<file path="src/rtl/bcd_pkg.sv">
// Shared definitions for the BCD-to-binary converter: FSM state encoding,
// digit geometry and the valid-digit limit.
package bcd_pkg;

  typedef enum logic [1:0] {
    IDLE = 2'd0,
    CONV = 2'd1,
    DONE = 2'd2
  } state_t;

  localparam int         BCD_DIGIT_W   = 4;
  localparam logic [3:0] BCD_DIGIT_MAX = 4'd9;

  // A nibble above 9 is not a decimal digit.
  function automatic logic digit_is_bad(input logic [BCD_DIGIT_W-1:0] d);
    return d > BCD_DIGIT_MAX;
  endfunction

endpackage

</file>
<file path="src/rtl/bcd_to_bin_if.sv">
// Request/result bundle between the decimal entry path and the converter.
// The master side drives the start request and the packed BCD operand;
// the slave side returns busy, the result strobe, the value and the error flag.
interface bcd_to_bin_if #(
  parameter int DIGITS = 6,
  parameter int W      = 32
);
  import bcd_pkg::*;

  logic                          i_start;
  logic [BCD_DIGIT_W*DIGITS-1:0] i_bcd;
  logic                          o_busy;
  logic                          o_valid;
  logic [W-1:0]                  o_data;
  logic                          o_err;

  modport master (
    output i_start,
    output i_bcd,
    input  o_busy,
    input  o_valid,
    input  o_data,
    input  o_err
  );

  modport slave (
    input  i_start,
    input  i_bcd,
    output o_busy,
    output o_valid,
    output o_data,
    output o_err
  );

endinterface

</file>
<file path="src/rtl/bcd_mac10.sv">
// One step of the decimal recurrence: acc_next = acc*10 + digit, modulo 2^W.
// The multiply by ten is built from two shifts so no multiplier is needed.
// With BCD_ERR_CHECK_EN defined it also flags a digit above 9.
module bcd_mac10
  import bcd_pkg::*;
#(
  parameter int W = 32
) (
  input  logic [W-1:0]           acc,
  input  logic [BCD_DIGIT_W-1:0] digit,
  output logic [W-1:0]           acc_next
`ifdef BCD_ERR_CHECK_EN
  ,
  output logic                   digit_bad
`endif
);

  assign acc_next = (acc << 3) + (acc << 1) + W'(digit);

`ifdef BCD_ERR_CHECK_EN
  assign digit_bad = digit_is_bad(digit);
`endif

endmodule

</file>
<file path="src/rtl/bcd_to_bin.sv">
// Sequential packed-BCD to binary converter. One digit is consumed per clock,
// most significant first, so a DIGITS-digit operand needs DIGITS+1 cycles from
// the accepting edge to the result strobe. The operand is captured at start,
// so the entry path may change i_bcd freely while a conversion runs.
// Optional feature: define BCD_ERR_CHECK_EN to flag non-decimal nibbles
// (o_err=1, o_data=0); otherwise nibbles 10..15 are accumulated at face value.
module bcd_to_bin
  import bcd_pkg::*;
#(
  parameter int DIGITS = 6,
  parameter int W      = 32
) (
  input  logic         i_clk,
  input  logic         i_rst_n,
  bcd_to_bin_if.slave  bus
);

  localparam int                 OP_W     = BCD_DIGIT_W * DIGITS;
  localparam int                 IDX_W    = 4;
  localparam logic [IDX_W-1:0]   IDX_LAST = IDX_W'(DIGITS - 1);

  state_t                  state;
  state_t                  state_next;
  logic                    load;
  logic                    step;
  logic                    finish;

  logic [OP_W-1:0]         operand;
  logic [IDX_W-1:0]        idx;
  logic [BCD_DIGIT_W-1:0]  digit;
  logic [W-1:0]            acc;
  logic [W-1:0]            acc_next;
  logic                    valid_q;
  logic [W-1:0]            data_q;

`ifdef BCD_ERR_CHECK_EN
  logic                    digit_bad;
  logic                    err_sticky;
  logic                    err_q;
`endif

  // State register; reset always returns to IDLE, aborting any conversion.
  always_ff @(posedge i_clk) begin
    if (!i_rst_n) begin
      state <= IDLE;
    end else begin
      state <= state_next;
    end
  end

  // Next-state and datapath strobes; start is only honoured in IDLE.
  always_comb begin
    state_next = state;
    load       = 1'b0;
    step       = 1'b0;
    finish     = 1'b0;
    case (state)
      IDLE: begin
        if (bus.i_start) begin
          load       = 1'b1;
          state_next = CONV;
        end
      end
      CONV: begin
        step = 1'b1;
        if (idx == '0) begin
          state_next = DONE;
        end
      end
      DONE: begin
        finish     = 1'b1;
        state_next = IDLE;
      end
      default: begin
        state_next = IDLE;
      end
    endcase
  end

  // Select the digit addressed by idx from the captured operand.
  always_comb begin
    digit = '0;
    for (int k = 0; k < DIGITS; k++) begin
      if (idx == IDX_W'(k)) begin
        digit = operand[k*BCD_DIGIT_W +: BCD_DIGIT_W];
      end
    end
  end

  bcd_mac10 #(
    .W (W)
  ) u_mac (
    .acc      (acc),
    .digit    (digit),
    .acc_next (acc_next)
`ifdef BCD_ERR_CHECK_EN
    ,
    .digit_bad(digit_bad)
`endif
  );

  // Operand capture, accumulation, digit index and result registers.
  always_ff @(posedge i_clk) begin
    if (!i_rst_n) begin
      operand    <= '0;
      acc        <= '0;
      idx        <= '0;
      valid_q    <= 1'b0;
      data_q     <= '0;
`ifdef BCD_ERR_CHECK_EN
      err_sticky <= 1'b0;
      err_q      <= 1'b0;
`endif
    end else begin
      valid_q <= finish;
      if (load) begin
        operand    <= bus.i_bcd;
        acc        <= '0;
        idx        <= IDX_LAST;
`ifdef BCD_ERR_CHECK_EN
        err_sticky <= 1'b0;
`endif
      end
      if (step) begin
        acc <= acc_next;
        if (idx != '0) begin
          idx <= idx - 1'b1;
        end
`ifdef BCD_ERR_CHECK_EN
        err_sticky <= err_sticky | digit_bad;
`endif
      end
      if (finish) begin
`ifdef BCD_ERR_CHECK_EN
        err_q  <= err_sticky;
        data_q <= err_sticky ? '0 : acc;
`else
        data_q <= acc;
`endif
      end
    end
  end

  assign bus.o_busy  = (state != IDLE);
  assign bus.o_valid = valid_q;
  assign bus.o_data  = data_q;
`ifdef BCD_ERR_CHECK_EN
  assign bus.o_err   = err_q;
`else
  assign bus.o_err   = 1'b0;
`endif

endmodule

</file>
<file path="src/flat_wrapper.sv">
// flat-port wrapper written by rule: the top's interface ports become plain ports
module bcd_to_bin_flat import bcd_pkg::*;
#(
  parameter int DIGITS = 6,
  parameter int W      = 32
)
  (i_clk, i_rst_n, bus_i_start, bus_i_bcd, bus_o_busy, bus_o_valid, bus_o_data, bus_o_err);
  bcd_to_bin_if #(.DIGITS(DIGITS), .W(W)) bus_i ();
  input  logic i_clk;
  input  logic i_rst_n;
  input wire logic [$bits(bus_i.i_start)-1:0] bus_i_start;
  input wire logic [$bits(bus_i.i_bcd)-1:0] bus_i_bcd;
  output wire logic [$bits(bus_i.o_busy)-1:0] bus_o_busy;
  output wire logic [$bits(bus_i.o_valid)-1:0] bus_o_valid;
  output wire logic [$bits(bus_i.o_data)-1:0] bus_o_data;
  output wire logic [$bits(bus_i.o_err)-1:0] bus_o_err;
  assign bus_i.i_start = bus_i_start;
  assign bus_i.i_bcd = bus_i_bcd;
  assign bus_o_busy = bus_i.o_busy;
  assign bus_o_valid = bus_i.o_valid;
  assign bus_o_data = bus_i.o_data;
  assign bus_o_err = bus_i.o_err;
  bcd_to_bin #(.DIGITS(DIGITS), .W(W)) u_core (.i_clk(i_clk), .i_rst_n(i_rst_n), .bus(bus_i));
endmodule
</file>
<file path="config.mk">
export PLATFORM = sky130hd
export DESIGN_NAME = bcd_to_bin_flat
export DESIGN_NICKNAME = d
export VERILOG_FILES = /design/src/rtl/bcd_pkg.sv /design/src/rtl/bcd_to_bin_if.sv /design/src/rtl/bcd_mac10.sv /design/src/rtl/bcd_to_bin.sv /design/src/flat_wrapper.sv
export SDC_FILE = /design/constraint.sdc
export NUM_CORES = 1
export LEC_CHECK = 0
export ABC_AREA = 1
export CORE_UTILIZATION = 55
export DETAILED_ROUTE_END_ITERATION = 8
export PLACE_DENSITY = 0.87
export SLEW_MARGIN = 10
export SYNTH_ARGS = -nofsm -noshare
export SYNTH_HDL_FRONTEND = slang
export SYNTH_SLANG_ARGS = --single-unit
</file>
<file path="constraint.sdc">
create_clock -name i_clk -period 3.8 [get_ports i_clk]
set_clock_uncertainty 0.1 [all_clocks]
set_input_delay 0.38 -clock i_clk [delete_from_list [all_inputs] [get_ports i_clk]]
set_output_delay 0.38 -clock i_clk [all_outputs]
set_load 0.02 [all_outputs]
</file>
==> flow_metrics.env <==
export IMPL_status="finished clean"
export IMPL_dr_pass1_iters=5
export IMPL_syn_inst=946
export IMPL_ys_types=36
export IMPL_place_gp_congestion=0.912
export IMPL_leakagePower_nw=3.57
export IMPL_critPathTopFamily="adder cells"
export IMPL_hold_depth=2
export IMPL_cts_tree="built"
export IMPL_clk_pin_slew_ns=0.11
export IMPL_finalWorstSetupSlack_ns=0.317
export IMPL_drc_errors=0
export IMPL_cp_depth=24
export IMPL_antenna_found_initial=0
export IMPL_wl_um=15000
export IMPL_std_cell_rows=38
export IMPL_crit_fanout=6
export IMPL_pre_cts_ws_ns=0.230
export IMPL_grt_pass1_vias=5429
export IMPL_synthTopCellsByArea="dfxtp_1 31%, nand2_1 15%, ha_1 13%, nor2_1 8.6%, inv_1 7.7%"
export IMPL_tns_ns=0
export IMPL_num_fill_cells=1019
export IMPL_htree_levels=3
export IMPL_path_cells="inv_2, ha_1, inv_1, nor2_2, nand2_1, nand2_1, o211ai_1, a31oi_1, o22ai_1, inv_1, ha_1, ha_1, inv_1, fa_1, inv_1, nand3_1, nand3_2, nand2_1, nand2_1, nand2_1, nand3_1, nand2_1, nand3_1, a21oi_1"
export IMPL_drive_gt1_share_pct=4.79
export IMPL_cp_required_ns=3.95
export IMPL_io_buffers=60
export IMPL_worstSkewPairLatency_ns=0.38
export IMPL_grt_pass1_wl_um=24700
export IMPL_maxCapViolations=0
export IMPL_vdd_ir_drop_worst_v=0.000195
export IMPL_ys_flop_type="dfxtp_1"
export IMPL_final_max_slew_viol_count=0
export IMPL_powerDensity_mw_per_mm2=308
export IMPL_area_growth_pct=15.0
export IMPL_slew_headroom_pct=65.5
export IMPL_grt_total_usage_pct=26.8
export IMPL_nets=1090
export IMPL_grt_max_degree=61
export IMPL_drtIter0Drc=357
export IMPL_cts_hold_buffers=0
export IMPL_crit_path_start_kind="flop"
export IMPL_cts_root_buf="clkbuf_8"
export IMPL_wl_met3_um=869
export IMPL_fmax_ghz=0.287
export IMPL_crit_top_cell="nand2_1"
export IMPL_die_area_mm2=0.0116
export IMPL_vias=6013
export IMPL_fin_crit_ns=3.48
export IMPL_cts_resized=0
export IMPL_wl_met1_um=6940
export IMPL_period_share_pct=91.7
export IMPL_worstMarginPinSlew_ns=0.517
export IMPL_cts_buffers=9
export IMPL_core_area_mm2=0.0108
export IMPL_end_kind="flop"
export IMPL_hpwl_um=11000
export IMPL_viasPerCell=5.26
export IMPL_die_w_um=107
export IMPL_dieHeight_um=107
export IMPL_crit_slowest_cell="dfxtp_1"
export IMPL_rsz0062_at_grt="no"
export IMPL_top_layer_used="met4"
export IMPL_synth_edff_count=0
export IMPL_yosysWarnings=0
export IMPL_critical_path_class="flop to flop"
export IMPL_yosysTopAreaCell="dfxtp_1"
export IMPL_wl_met2_um=6810
export IMPL_post_cts_repair_setup_buffers=0
export IMPL_synth_seq_area_share_pct=31.1
export IMPL_rr_worst_depth=24
export IMPL_ys_async_sr_fraction_pct=0
export IMPL_ant_nets=0
export IMPL_final_hold_violation_count=0
export IMPL_synth_area_per_cell_um2=6.47
export IMPL_worstPathArrival_ns=3.63
export IMPL_hold_class="flop to flop"
export IMPL_ys_ff_latch=95
export IMPL_clock_path_buffers=2
export IMPL_syn_area_mm2=0.00612
export IMPL_synth_top_cell_area_share_pct=31.1
export IMPL_wl_per_cell_um=13.1
export IMPL_grt_overflow=0
export IMPL_setup_viol=0
export IMPL_synth_nets=1038
export IMPL_clock_sinks=95
export IMPL_start_util_pct=56.5
export IMPL_io_pins=62
export IMPL_cp_num_buf_inv=5
export IMPL_crit_path_max_incr_delay_ns=0.39
export IMPL_diodes=0
## worst min-delay path, delay by kind of cell, from the launching register on
family	cells	cell delay [ns]
buf+inv	1	0.06
flops	1	0.32
compound gates	1	0.06
## Yosys cell counts (2+ instances only)
| cell | count |
|---|---|
| ha_1 | 63 |
| buf_2 | 7 |
| o211ai_1 | 4 |
| nand3_2 | 4 |
| nor2_1 | 141 |
| nand3b_1 | 5 |
| nor2_2 | 6 |
| inv_1 | 125 |
| nand4_1 | 4 |
| a31oi_1 | 2 |
| o21ai_0 | 79 |
| a21oi_1 | 70 |
| nand3_1 | 42 |
| nand2_2 | 2 |
| inv_2 | 3 |
| nor3_1 | 5 |
| clkinv_1 | 2 |
| a22oi_1 | 2 |
| o22ai_1 | 3 |
| a21o_1 | 2 |
| dfxtp_1 | 95 |
| clkbuf_1 | 18 |
| o21bai_1 | 2 |
| fa_1 | 2 |
| xor2_1 | 3 |
| nand2_1 | 244 |
| a21oi_2 | 2 |
## final timing paths
kind	start	to	slack (ns)
setup / recovery	u_core.idx[0]	u_core.acc[24]	0.32
hold / removal	u_core.operand[17]	u_core.operand[17]	0.37
setup reg to reg	u_core.idx[0]	u_core.acc[24]	0.32
hold reg to reg	u_core.operand[17]	u_core.operand[17]	0.37
## layout make-up
| class | count | area [um^2] | area share [%] |
|---|---|---|---|
| Multi-Input combinational cell | 694 | 3620 | 51.5 |
| Timing Repair Buffer | 68 | 661 | 9.39 |
| Inverter | 130 | 488 | 6.94 |
| Sequential cell | 95 | 1900 | 27.0 |
| Clock inverter | 7 | 65.1 | 0.925 |
| Tap cell | 140 | 175 | 2.49 |
| Clock buffer | 9 | 124 | 1.76 |
## flip-flops by register name, indices dropped and copies added (netlist names)
name and cells:
u_core.acc 32, u_core.bus.o_valid 1, u_core.state 2, u_core.bus.o_data 32, u_core.idx 4, u_core.operand 24
## where the power goes
| part | internal (W) | switching [W] |
|---|---|---|
| Clock | 0.000252 | 0.000415 |
| Sequential | 0.00105 | 0.0000340 |
| Combinational | 0.000163 | 0.000246 |
| Total | 0.00147 | 0.000695 |
## cell usage in the layout (no fill, tap or decap), drive strengths merged, types with 2 or more instances in the layout
cell	instances
nor2	148
ha	63
o22ai	3
xor2	3
a21oi	72
nand3	46
nand4	4
clkdlybuf4s50	60
dfxtp	95
o21ai	79
inv	131
or2	2
clkinv	4
a21o	2
a22oi	2
clkinvlp	2
nor3	5
o211ai	4
buf	8
nand3b	5
a31oi	2
nand2	246
clkbuf	9
fa	2
o21bai	2
## routing by layer
| metal | global-route usage (%) | vias to the layer above |
|---|---|---|
| li1 | - | 3113 |
| met1 | 35.3 | 2681 |
| met2 | 43.8 | 184 |
| met3 | 3.51 | 35 |
| met4 | 11.5 | 0 |
| met5 | 0 | - |
## stage by stage
step                      hold slack (ns)  utilization [%]  cell area, um^2  instances  total power [W]
after floorplan                     0.325                -             6120        946          0.00138
after global placement              0.336             63.0             6830       1127          0.00151
after detailed placement            0.346             63.0             6830       1127          0.00152
after CTS                           0.362             64.8             7020       1143          0.00218
after global routing                0.375             64.9             7040       1143          0.00227
final                               0.370             64.9             7040       1143          0.00216
## kinds of logic after synthesis
group / after synthesis / synth area share (%)
compound gates: 167 / 14.4
xor+xnor: 4 / 0.573
fa+ha+maj: 65 / 13.5
buf+inv: 157 / 9.96
flops: 95 / 31.1
other cells: 1 / 0.0613
simple gates: 457 / 30.4
No activity file was read; power rests on OpenSTA's default activity.
